File: src/rtl/uart_rx.sv
// Oversampled UART receiver: 2-flop synchronised line, mid-bit sampling, LSB-first frames,
// one-entry valid/ready holding register with framing-error and overrun pulses.
module uart_rx #(
  parameter int DATA_BITS  = 8,
  parameter int OVERSAMPLE = 16
) (
  input  logic                 clk,
  input  logic                 rst_n,
  input  logic                 os_tick,
  input  logic                 rx,
  output logic [DATA_BITS-1:0] rx_data,
  output logic                 rx_valid,
  input  logic                 rx_ready,
  output logic                 frame_err,
  output logic                 overrun,
  output logic                 busy
);

  localparam int TW = $clog2(OVERSAMPLE);
  localparam int BW = $clog2(DATA_BITS + 1);
  localparam logic [TW-1:0] TICK_MID = TW'(OVERSAMPLE / 2 - 1);
  localparam logic [TW-1:0] TICK_END = TW'(OVERSAMPLE - 1);
  localparam logic [BW-1:0] BIT_LAST = BW'(DATA_BITS - 1);

  typedef enum logic [2:0] {
    S_IDLE,
    S_START,
    S_DATA,
    S_STOP,
    S_BREAK
  } state_e;

  state_e                 state_q, state_d;
  logic [1:0]             sync_q;
  logic                   rx_s;
  logic [TW-1:0]          tick_cnt_q, tick_cnt_d;
  logic [BW-1:0]          bit_cnt_q, bit_cnt_d;
  logic [DATA_BITS-1:0]   shift_q, shift_d;
  logic [DATA_BITS-1:0]   data_q, data_d;
  logic                   valid_q, valid_d;
  logic                   ferr_q, ferr_d;
  logic                   ovr_q, ovr_d;
  logic                   deliver;

  assign rx_s = sync_q[1];

  always_ff @(posedge clk or negedge rst_n) begin
    if (!rst_n) begin
      sync_q     <= 2'b11;
      state_q    <= S_IDLE;
      tick_cnt_q <= '0;
      bit_cnt_q  <= '0;
      shift_q    <= '0;
      data_q     <= '0;
      valid_q    <= 1'b0;
      ferr_q     <= 1'b0;
      ovr_q      <= 1'b0;
    end else begin
      sync_q     <= {sync_q[0], rx};
      state_q    <= state_d;
      tick_cnt_q <= tick_cnt_d;
      bit_cnt_q  <= bit_cnt_d;
      shift_q    <= shift_d;
      data_q     <= data_d;
      valid_q    <= valid_d;
      ferr_q     <= ferr_d;
      ovr_q      <= ovr_d;
    end
  end

  always_comb begin
    state_d    = state_q;
    tick_cnt_d = tick_cnt_q;
    bit_cnt_d  = bit_cnt_q;
    shift_d    = shift_q;
    deliver    = 1'b0;
    ferr_d     = 1'b0;
    if (os_tick) begin
      case (state_q)
        S_IDLE: begin
          if (!rx_s) begin
            state_d    = S_START;
            tick_cnt_d = '0;
          end
        end
        S_START: begin
          if (tick_cnt_q == TICK_MID) begin
            // Start bit must still be low at mid-bit, otherwise treat it as a glitch.
            if (!rx_s) begin
              state_d    = S_DATA;
              tick_cnt_d = '0;
              bit_cnt_d  = '0;
            end else begin
              state_d = S_IDLE;
            end
          end else begin
            tick_cnt_d = tick_cnt_q + TW'(1);
          end
        end
        S_DATA: begin
          if (tick_cnt_q == TICK_END) begin
            shift_d    = {rx_s, shift_q[DATA_BITS-1:1]};
            tick_cnt_d = '0;
            bit_cnt_d  = bit_cnt_q + BW'(1);
            if (bit_cnt_q == BIT_LAST) begin
              state_d = S_STOP;
            end
          end else begin
            tick_cnt_d = tick_cnt_q + TW'(1);
          end
        end
        S_STOP: begin
          if (tick_cnt_q == TICK_END) begin
            if (rx_s) begin
              deliver = 1'b1;
              state_d = S_IDLE;
            end else begin
              ferr_d  = 1'b1;
              state_d = S_BREAK;
            end
          end else begin
            tick_cnt_d = tick_cnt_q + TW'(1);
          end
        end
        S_BREAK: begin
          if (rx_s) begin
            state_d = S_IDLE;
          end
        end
        default: state_d = S_IDLE;
      endcase
    end
  end

  // A full register may still accept a new byte when it is being drained on the same edge.
  always_comb begin
    data_d  = data_q;
    valid_d = valid_q;
    ovr_d   = 1'b0;
    if (valid_q && rx_ready) begin
      valid_d = 1'b0;
    end
    if (deliver) begin
      if (!valid_q || rx_ready) begin
        data_d  = shift_q;
        valid_d = 1'b1;
      end else begin
        ovr_d = 1'b1;
      end
    end
  end

  assign rx_data   = data_q;
  assign rx_valid  = valid_q;
  assign frame_err = ferr_q;
  assign overrun   = ovr_q;
  assign busy      = (state_q != S_IDLE);

endmodule

File: config.mk
export PLATFORM = sky130hd
export DESIGN_NAME = uart_rx
export DESIGN_NICKNAME = d
export VERILOG_FILES = /design/src/rtl/uart_rx.sv
export SDC_FILE = /design/constraint.sdc
export NUM_CORES = 1
export LEC_CHECK = 0
export ABC_AREA = 0
export BUFFER_PORTS_ARGS = -buffer_cell sky130_fd_sc_hd__buf_2
export CORE_MARGIN = 4
export CORE_UTILIZATION = 29
export DETAILED_ROUTE_END_ITERATION = 12
export PLACE_DENSITY = 0.48
export SYNTH_ARGS = -nofsm -noshare
export SYNTH_HDL_FRONTEND = slang
export SYNTH_SLANG_ARGS = --single-unit
File: constraint.sdc
create_clock -name clk -period 2.4 [get_ports clk]
set_input_delay 0.24 -clock clk [delete_from_list [all_inputs] [get_ports clk]]
set_output_delay 0.24 -clock clk [all_outputs]
set_load 0.005 [all_outputs]
==> flow_summary_export.csv, run 1 <==
group,metric,value,unit
sta,timing.hold.ws,-0.0160,ns
clock_tree,post_cts_resize_count,0,
yosys,async_flop_share,100,%
yosys,synth_area,1510,um^2
sta,setup_viol,0,
clock_tree,hold_buffers,0,
layout,nets,146,
sta,finalSetupTns,0,ns
floorplan,dieHeight,80.3,um
floorplan,fp.dieArea,6440,um^2
pwr,power,0.00155,W
drt,drt_iter0_markers,110,
yosys,synth_edf_count,0,
yosys,ys_ff_latch,32,
pwr,p_switching,0.000437,W
run_status,failed_checks,"hold timing",
critical_path,criticalPathCategory,"register to register",
critical_path,critPathRequiredTime,2.55,ns
drt,num_vias,981,
yosys,synth_top_area_cell,"dfrtp_1",
floorplan,rows,26,
pwr,p_clk_share,36.3,%
global_routing,grt_max_degree,33,
floorplan,io_pins,17,
pwr,powerDensity,875,nW/um^2
yosys,yosysMostFrequentCell,"dfrtp_1",
pwr,p_seq_share,42.6,%
clock_tree,clock-sinks,32,
place,hpwl,1890,um
sta,fin_skew,0.0195,ns
drt,ant_nets,0,
pwr,max-vdd-ir-drop,0.000346,V
critical_path,cp.arrival,1.91,ns
place,place.gp.congestion,0.858,
pwr,power.internal,0.00111,W
pwr,sw_frac_of_total,28.2,%
sta,rsz0062_at_grt,"no",
place,portBuffers,16,
drt,drt-vias-per-instance,4.67,
critical_path,path_max_fanout,8,
pwr,p_comb_share,21.2,%
global_routing,grtUsageTotal,9.56,%
drt,wire_per_inst,12.7,um
floorplan,die_w,80.3,um
clock_tree,cts_buffer_depth,2,
yosys,synth_top_flop_cell,"dfrtp_1",
global_routing,grt_first_pass_wirelength,4770,um
layout,area_growth,17.0,%
drt,drcViolationCount,0,
place,dp_cells,202,
sta,hold_viol,6,
layout,final_cells,210,
hold_path,holdCritPathClass,"input pin to async pin",
global_routing,grt_pass1_vias,1018,
clock_tree,numCtsBuffers,5,
run_status,outcome,"finished, violations left",
sta,worst_pin_slew,0.704,ns
yosys,ys_seq_area_share,53.1,%
clock_tree,postCtsSetupBuffers,0,
global_routing,overflow,0,
place,dpl_cell_area,1650,um^2
layout,antennaDiodeCount,0,
clock_tree,cts_tree,"yes",
sta,timing.fmax,0.567,GHz
clock_tree,clock_latency,0.29,ns
layout,drive_above_1_share,33.6,%
layout,final_area,1770,um^2
pwr,cellLeakagePower,0.866,nW
sta,finalWorstPathRequiredPeriod,1.76,ns
yosys,synth_cell_type_count,42,
yosys,syn_nets,128,
clock_tree,clk_pin_slew_worst_paths,0.08,ns
drt,drtPass1Iterations,4,
drt,drt_wl_total,2670,um
yosys,yosysWarnings,0,
global_routing,antenna_found_initial,0,
sta,finalCritPeriodShare,73.4,%
floorplan,start_util,29.8,%
yosys,synth_area_leaders,"dfrtp_1 (50%), mux2_2 (9.7%), dfstp_2 (3.5%)",
floorplan,core-area,5070,um^2
clock_tree,cts-root-buf,"clkbuf_8",
critical_path,start_kind,"register",
yosys,synthCells,121,
clock_tree,cts_max_level,2,
yosys,syn_area_per_cell,12.5,um^2
yosys,synth_commonest_cells,"dfrtp_1 (30), mux2_2 (13), a22o_1 (6)",
sta,final_max_slew_viol_count,0,
critical_path,worstSetupEndpointType,"register",
sta,slew_headroom,53.1,%
yosys,synth_top_area_share,49.6,%
flow_run,drv_cap,0,
[flip-flops by register name, indices dropped and copies added, names as in the netlist]
name        cells
rx_data         8
rx_valid        1
frame_err       1
overrun         1
shift_q         8
tick_cnt_q      4
sync_q          2
state_q         3
bit_cnt_q       4
[logic make-up (layout without fill, tap and decap cells)]
| family | after synthesis | after routing | synth area share (%) |
|---|---|---|---|
| and+or+nand+nor | 38 | 38 | 15.6 |
| DFF | 32 | 32 | 53.1 |
| AOI/OAI and AO/OA | 21 | 21 | 11.4 |
| muxes | 19 | 19 | 14.3 |
| buffers and inverters | 8 | 27 | 3.39 |
| adders and majority gates | 2 | 2 | 1.65 |
| xor gates and xnor gates | 1 | 1 | 0.579 |
[through the flow]
stage               setup WS (ns)  util [%]  hold slack (ns)
global placement            0.687      32.4            0.342
detailed placement          0.660      32.4            0.347
finish                      0.637      34.9          -0.0160
CTS                         0.637      34.9           0.0248
floorplan                   0.786         -          -0.0556
global route                0.499      34.9           0.0403
[metal layers]
layer	routed length [um]	global-route usage (%)	up-vias
li1	-	-	477
met1	1320	12.6	480
met2	1190	14.1	19
met3	115	3.25	5
met4	34	4.39	0
met5	0	0	-
[cell type report]
cell class                 instances  area (um^2)
clock inverter                     1         30.0
clock buffer                       7         96.3
fill                             521         3300
sequential                        32          803
tap                               70         87.6
timing repair buffer              17         87.6
multi-input combinational         81          659
inverter                           2         7.51
[final timing paths]
kind,slack [ns],cells after the start,startpoint,end
min in group clk,0.06,1,rx,sync_q[0]
setup reg to reg,0.64,5,tick_cnt_q[0],rx_data[0]
max in group asynchronous,1.93,1,rst_n,bit_cnt_q[2]
setup / recovery,0.64,5,tick_cnt_q[0],rx_data[0]
hold reg to reg,0.36,0,sync_q[0],sync_q[1]
hold / removal,-0.02,1,rst_n,tick_cnt_q[2]
[worst max-delay path: stages (launching register included)]
cell,delay [ns]
dfrtp_1,0.39
ha_1,0.26
nand4_1,0.24
nor2_2,0.23
nand3_4,0.16
mux2_1,0.34
[cells in the final DEF (no fill, tap or decap), types with 2 or more instances in the layout]
| cell | instances |
|---|---|
| dfrtp_1 | 30 |
| o21ai_0 | 3 |
| mux2_2 | 13 |
| dfstp_2 | 2 |
| ha_1 | 2 |
| and3_1 | 3 |
| mux2_1 | 4 |
| nor2_1 | 5 |
| nand2_1 | 5 |
| o31ai_1 | 3 |
| nand2b_1 | 2 |
| buf_2 | 16 |
| nor2b_1 | 5 |
| clkbuf_8 | 7 |
| nand3_1 | 3 |
| nor3_1 | 2 |
| a22o_1 | 6 |
| nand3b_1 | 4 |
[power by group through the flow]
stage	Combinational, W	Sequential (W)	Clock (W)
finish	0.000328	0.000659	0.000562
global route	0.000371	0.000667	0.000610
CTS	0.000328	0.000658	0.000585
detailed placement	0.000327	0.000669	0
global placement	0.000326	0.000664	0
floorplan	0.000323	0.000617	0
No activity file was read; power rests on OpenSTA's default activity.
==> inputs of run 2 (changes only) <==
--- a/config.mk
+++ b/config.mk
@@ -5,7 +5,7 @@
 export SDC_FILE = /design/constraint.sdc
 export NUM_CORES = 1
 export LEC_CHECK = 0
-export ABC_AREA = 0
+export ABC_AREA = 1
 export BUFFER_PORTS_ARGS = -buffer_cell sky130_fd_sc_hd__buf_2
 export CORE_MARGIN = 4
 export CORE_UTILIZATION = 29
==> constraint.sdc (replaced) <==
create_clock -name clk -period 1.84 [get_ports clk]
set_input_delay 0.184 -clock clk [delete_from_list [all_inputs] [get_ports clk]]
set_output_delay 0.184 -clock clk [all_outputs]
set_load 0.005 [all_outputs]
==> flow_summary_export.csv, run 2 <==
group,metric,value,unit
drt,drt_iter0_markers,75,
yosys,syn_nets,204,
yosys,yosysMostFrequentCell,"nand2_1",
sta,timing.fmax,0.650,GHz
clock_tree,clk_pin_slew_worst_paths,0.07,ns
yosys,synth_top_area_share,47.4,%
drt,num_vias,1236,
clock_tree,post_cts_resize_count,0,
clock_tree,cts_buffer_depth,2,
global_routing,grt_first_pass_wirelength,5840,um
global_routing,antenna_found_initial,0,
drt,drt-vias-per-instance,4.28,
sta,final_max_slew_viol_count,0,
place,place.gp.congestion,0.785,
sta,worst_pin_slew,0.732,ns
clock_tree,clock-sinks,32,
drt,drcViolationCount,0,
yosys,synth_commonest_cells,"nand2_1 (61), dfrtp_1 (30), inv_1 (22), nor2_1 (20), nand3_1 (16)",
pwr,power.internal,0.00128,W
layout,final_cell_mix,"nand2_1 (61), dfrtp_1 (30), inv_1 (22), nor2_1 (20)",
global_routing,overflow,0,
critical_path,cpMaxStageDelayCell,"dfrtp_1",
clock_tree,cts_max_level,2,
hold_path,holdCritPathClass,"input pin to register",
sta,hold_viol,0,
critical_path,criticalPathCategory,"register to register",
pwr,max-vdd-ir-drop,0.000489,V
yosys,syn_area_per_cell,8.04,um^2
critical_path,worstSetupEndpointType,"register",
clock_tree,numCtsBuffers,5,
sta,finalWorstPathRequiredPeriod,1.54,ns
critical_path,path_max_fanout,16,
yosys,yosysWarnings,0,
yosys,synth_top_area_cell,"dfrtp_1",
floorplan,dieHeight,81.9,um
floorplan,start_util,30.4,%
clock_tree,postCtsSetupBuffers,0,
flow_run,drv_cap,0,
pwr,p_seq_share,44.2,%
layout,nets,225,
yosys,synth_top_flop_cell,"dfrtp_1",
drt,ant_nets,0,
sta,setup_viol,0,
layout,fill_cells,574,
pwr,cellLeakagePower,0.966,nW
clock_tree,cts-root-buf,"clkbuf_8",
layout,final_area,1840,um^2
sta,finalCritPeriodShare,83.6,%
yosys,synthCells,197,
pwr,powerDensity,1100,nW/um^2
yosys,synth_cell_type_count,24,
critical_path,start_kind,"register",
sta,fin_skew,0.00443,ns
floorplan,die_w,81.9,um
layout,area_growth,15.9,%
pwr,p_switching,0.000741,W
yosys,synth_edf_count,0,
sta,slew_headroom,51.2,%
drt,wire_per_inst,10.8,um
global_routing,grt_max_degree,33,
critical_path,max_stage_delay,0.38,ns
drt,drtPass1Iterations,4,
yosys,synth_area_leaders,"dfrtp_1 (47%), nand2_1 (14%), inv_1 (5.2%)",
critical_path,critPathRequiredTime,2.00,ns
yosys,ys_seq_area_share,50.7,%
place,portBuffers,16,
pwr,p_comb_share,28.3,%
layout,final_common_cell,"nand2_1",
sta,finalSetupTns,0,ns
floorplan,rows,26,
sta,timing.hold.ws,0.255,ns
yosys,async_flop_share,100,%
layout,drive_above_1_share,20.5,%
critical_path,path_cells,"ha_1, nand3_1, nor2_1, nand2_2, nand2_1, o21ai_1",
yosys,ys_ff_latch,32,
layout,antennaDiodeCount,0,
floorplan,io_pins,17,
floorplan,fp.dieArea,6710,um^2
floorplan,core-area,5200,um^2
clock_tree,clock_latency,0.28,ns
pwr,sw_frac_of_total,36.6,%
clock_tree,cts_tree,"yes",
place,dpl_cell_area,1720,um^2
run_status,outcome,"completed",
yosys,synth_area,1580,um^2
drt,drt_wl_total,3130,um
global_routing,grt_pass1_vias,1249,
sta,rsz0062_at_grt,"no",
critical_path,cp.arrival,1.70,ns
pwr,power,0.00202,W
global_routing,grtUsageTotal,11.5,%
pwr,p_clk_share,27.4,%
place,hpwl,2250,um
## run 2: cell types whose count changed after synthesis, moves of 5 or more
cell     before  now
o21ai_1       1    8
nor2b_1       5    0
nand2_1       5   61
o21ai_2       0    7
a22o_1        6    0
nor2_1        5   20
nand3_1       3   16
mux2_2       13    0
nand2_2       0    5
inv_1         1   22
## run 2: critical path, delay by kind of cell (launching register included)
kind                     cells  cell delay, ns
AND/OR/NAND/NOR              4            0.76
AO/OA/AOI/OAI                1            0.06
flip-flops                   1            0.38
adder cells (fa/ha/maj)      1            0.20
## run 2: what timing repair did
action	4_1_cts	5_1_grt
hold endpoints to repair	31	0
hold buffers	2	0
endpoints found under the setup margin	0	0
## run 2: kinds of logic (layout without fill, tap and decap cells)
group,after synthesis,count (layout),synth area share [%]
and+or+nand+nor,109,109,29.6
DFF,32,32,50.7
buffers and inverters,28,50,7.50
AOI/OAI and AO/OA,24,24,9.48
adders and majority gates,2,2,1.58
xor gates and xnor gates,2,2,1.11
## run 2: per-layer routing
layer / global-route usage [%] / vias to the layer above / wire, um
met4: 4.98 / 0 / 38
met1: 16.0 / 551 / 1590
li1: - / 655 / -
met2: 16.5 / 25 / 1380
met3: 3.29 / 5 / 119
met5: 0 / - / 0
## run 2: layout make-up
| cell class | count | area, um^2 | share of cell area, % |
|---|---|---|---|
| well taps | 70 | 87.6 | 4.77 |
| clock buffers | 6 | 82.6 | 4.50 |
| inverters | 24 | 90.1 | 4.91 |
| multi-input cells | 137 | 662 | 36.1 |
| flip-flops and latches | 32 | 803 | 43.8 |
| repair buffers | 18 | 100 | 5.45 |
| clock inverters | 2 | 10.0 | 0.545 |
## run 2: power by group through the flow
| stage | Clock (W) | Combinational (W) | Sequential (W) |
|---|---|---|---|
| 2_1_floorplan | 0 | 0.000469 | 0.000864 |
| 3_3_place_gp | 0 | 0.000586 | 0.000907 |
| 3_5_place_dp | 0 | 0.000578 | 0.000907 |
| 4_1_cts | 0.000586 | 0.000583 | 0.000895 |
| 5_1_grt | 0.000616 | 0.000689 | 0.000919 |
| 6_report | 0.000555 | 0.000573 | 0.000896 |
## run 2: final timing paths
path | end | cells after the start | from | slack, ns
worst max register to register | shift_q[5] | 6 | tick_cnt_q[0] | 0.30
max in group asynchronous | shift_q[4] | 2 | rst_n | 0.87
worst min-delay path | overrun | 4 | rx_ready | 0.25
worst min register to register | sync_q[1] | 0 | sync_q[0] | 0.36
min in group asynchronous | bit_cnt_q[3] | 2 | rst_n | 0.50
worst max-delay path | shift_q[5] | 6 | tick_cnt_q[0] | 0.30
## run 2: per-stage QoR
step	utilization, %	cells	setup slack, ns
4_1_cts	35.3	289	0.277
3_5_place_dp	33.1	279	0.294
6_report	35.3	289	0.302
3_3_place_gp	33.1	279	0.315
2_1_floorplan	-	197	0.437
5_1_grt	35.3	289	0.0347
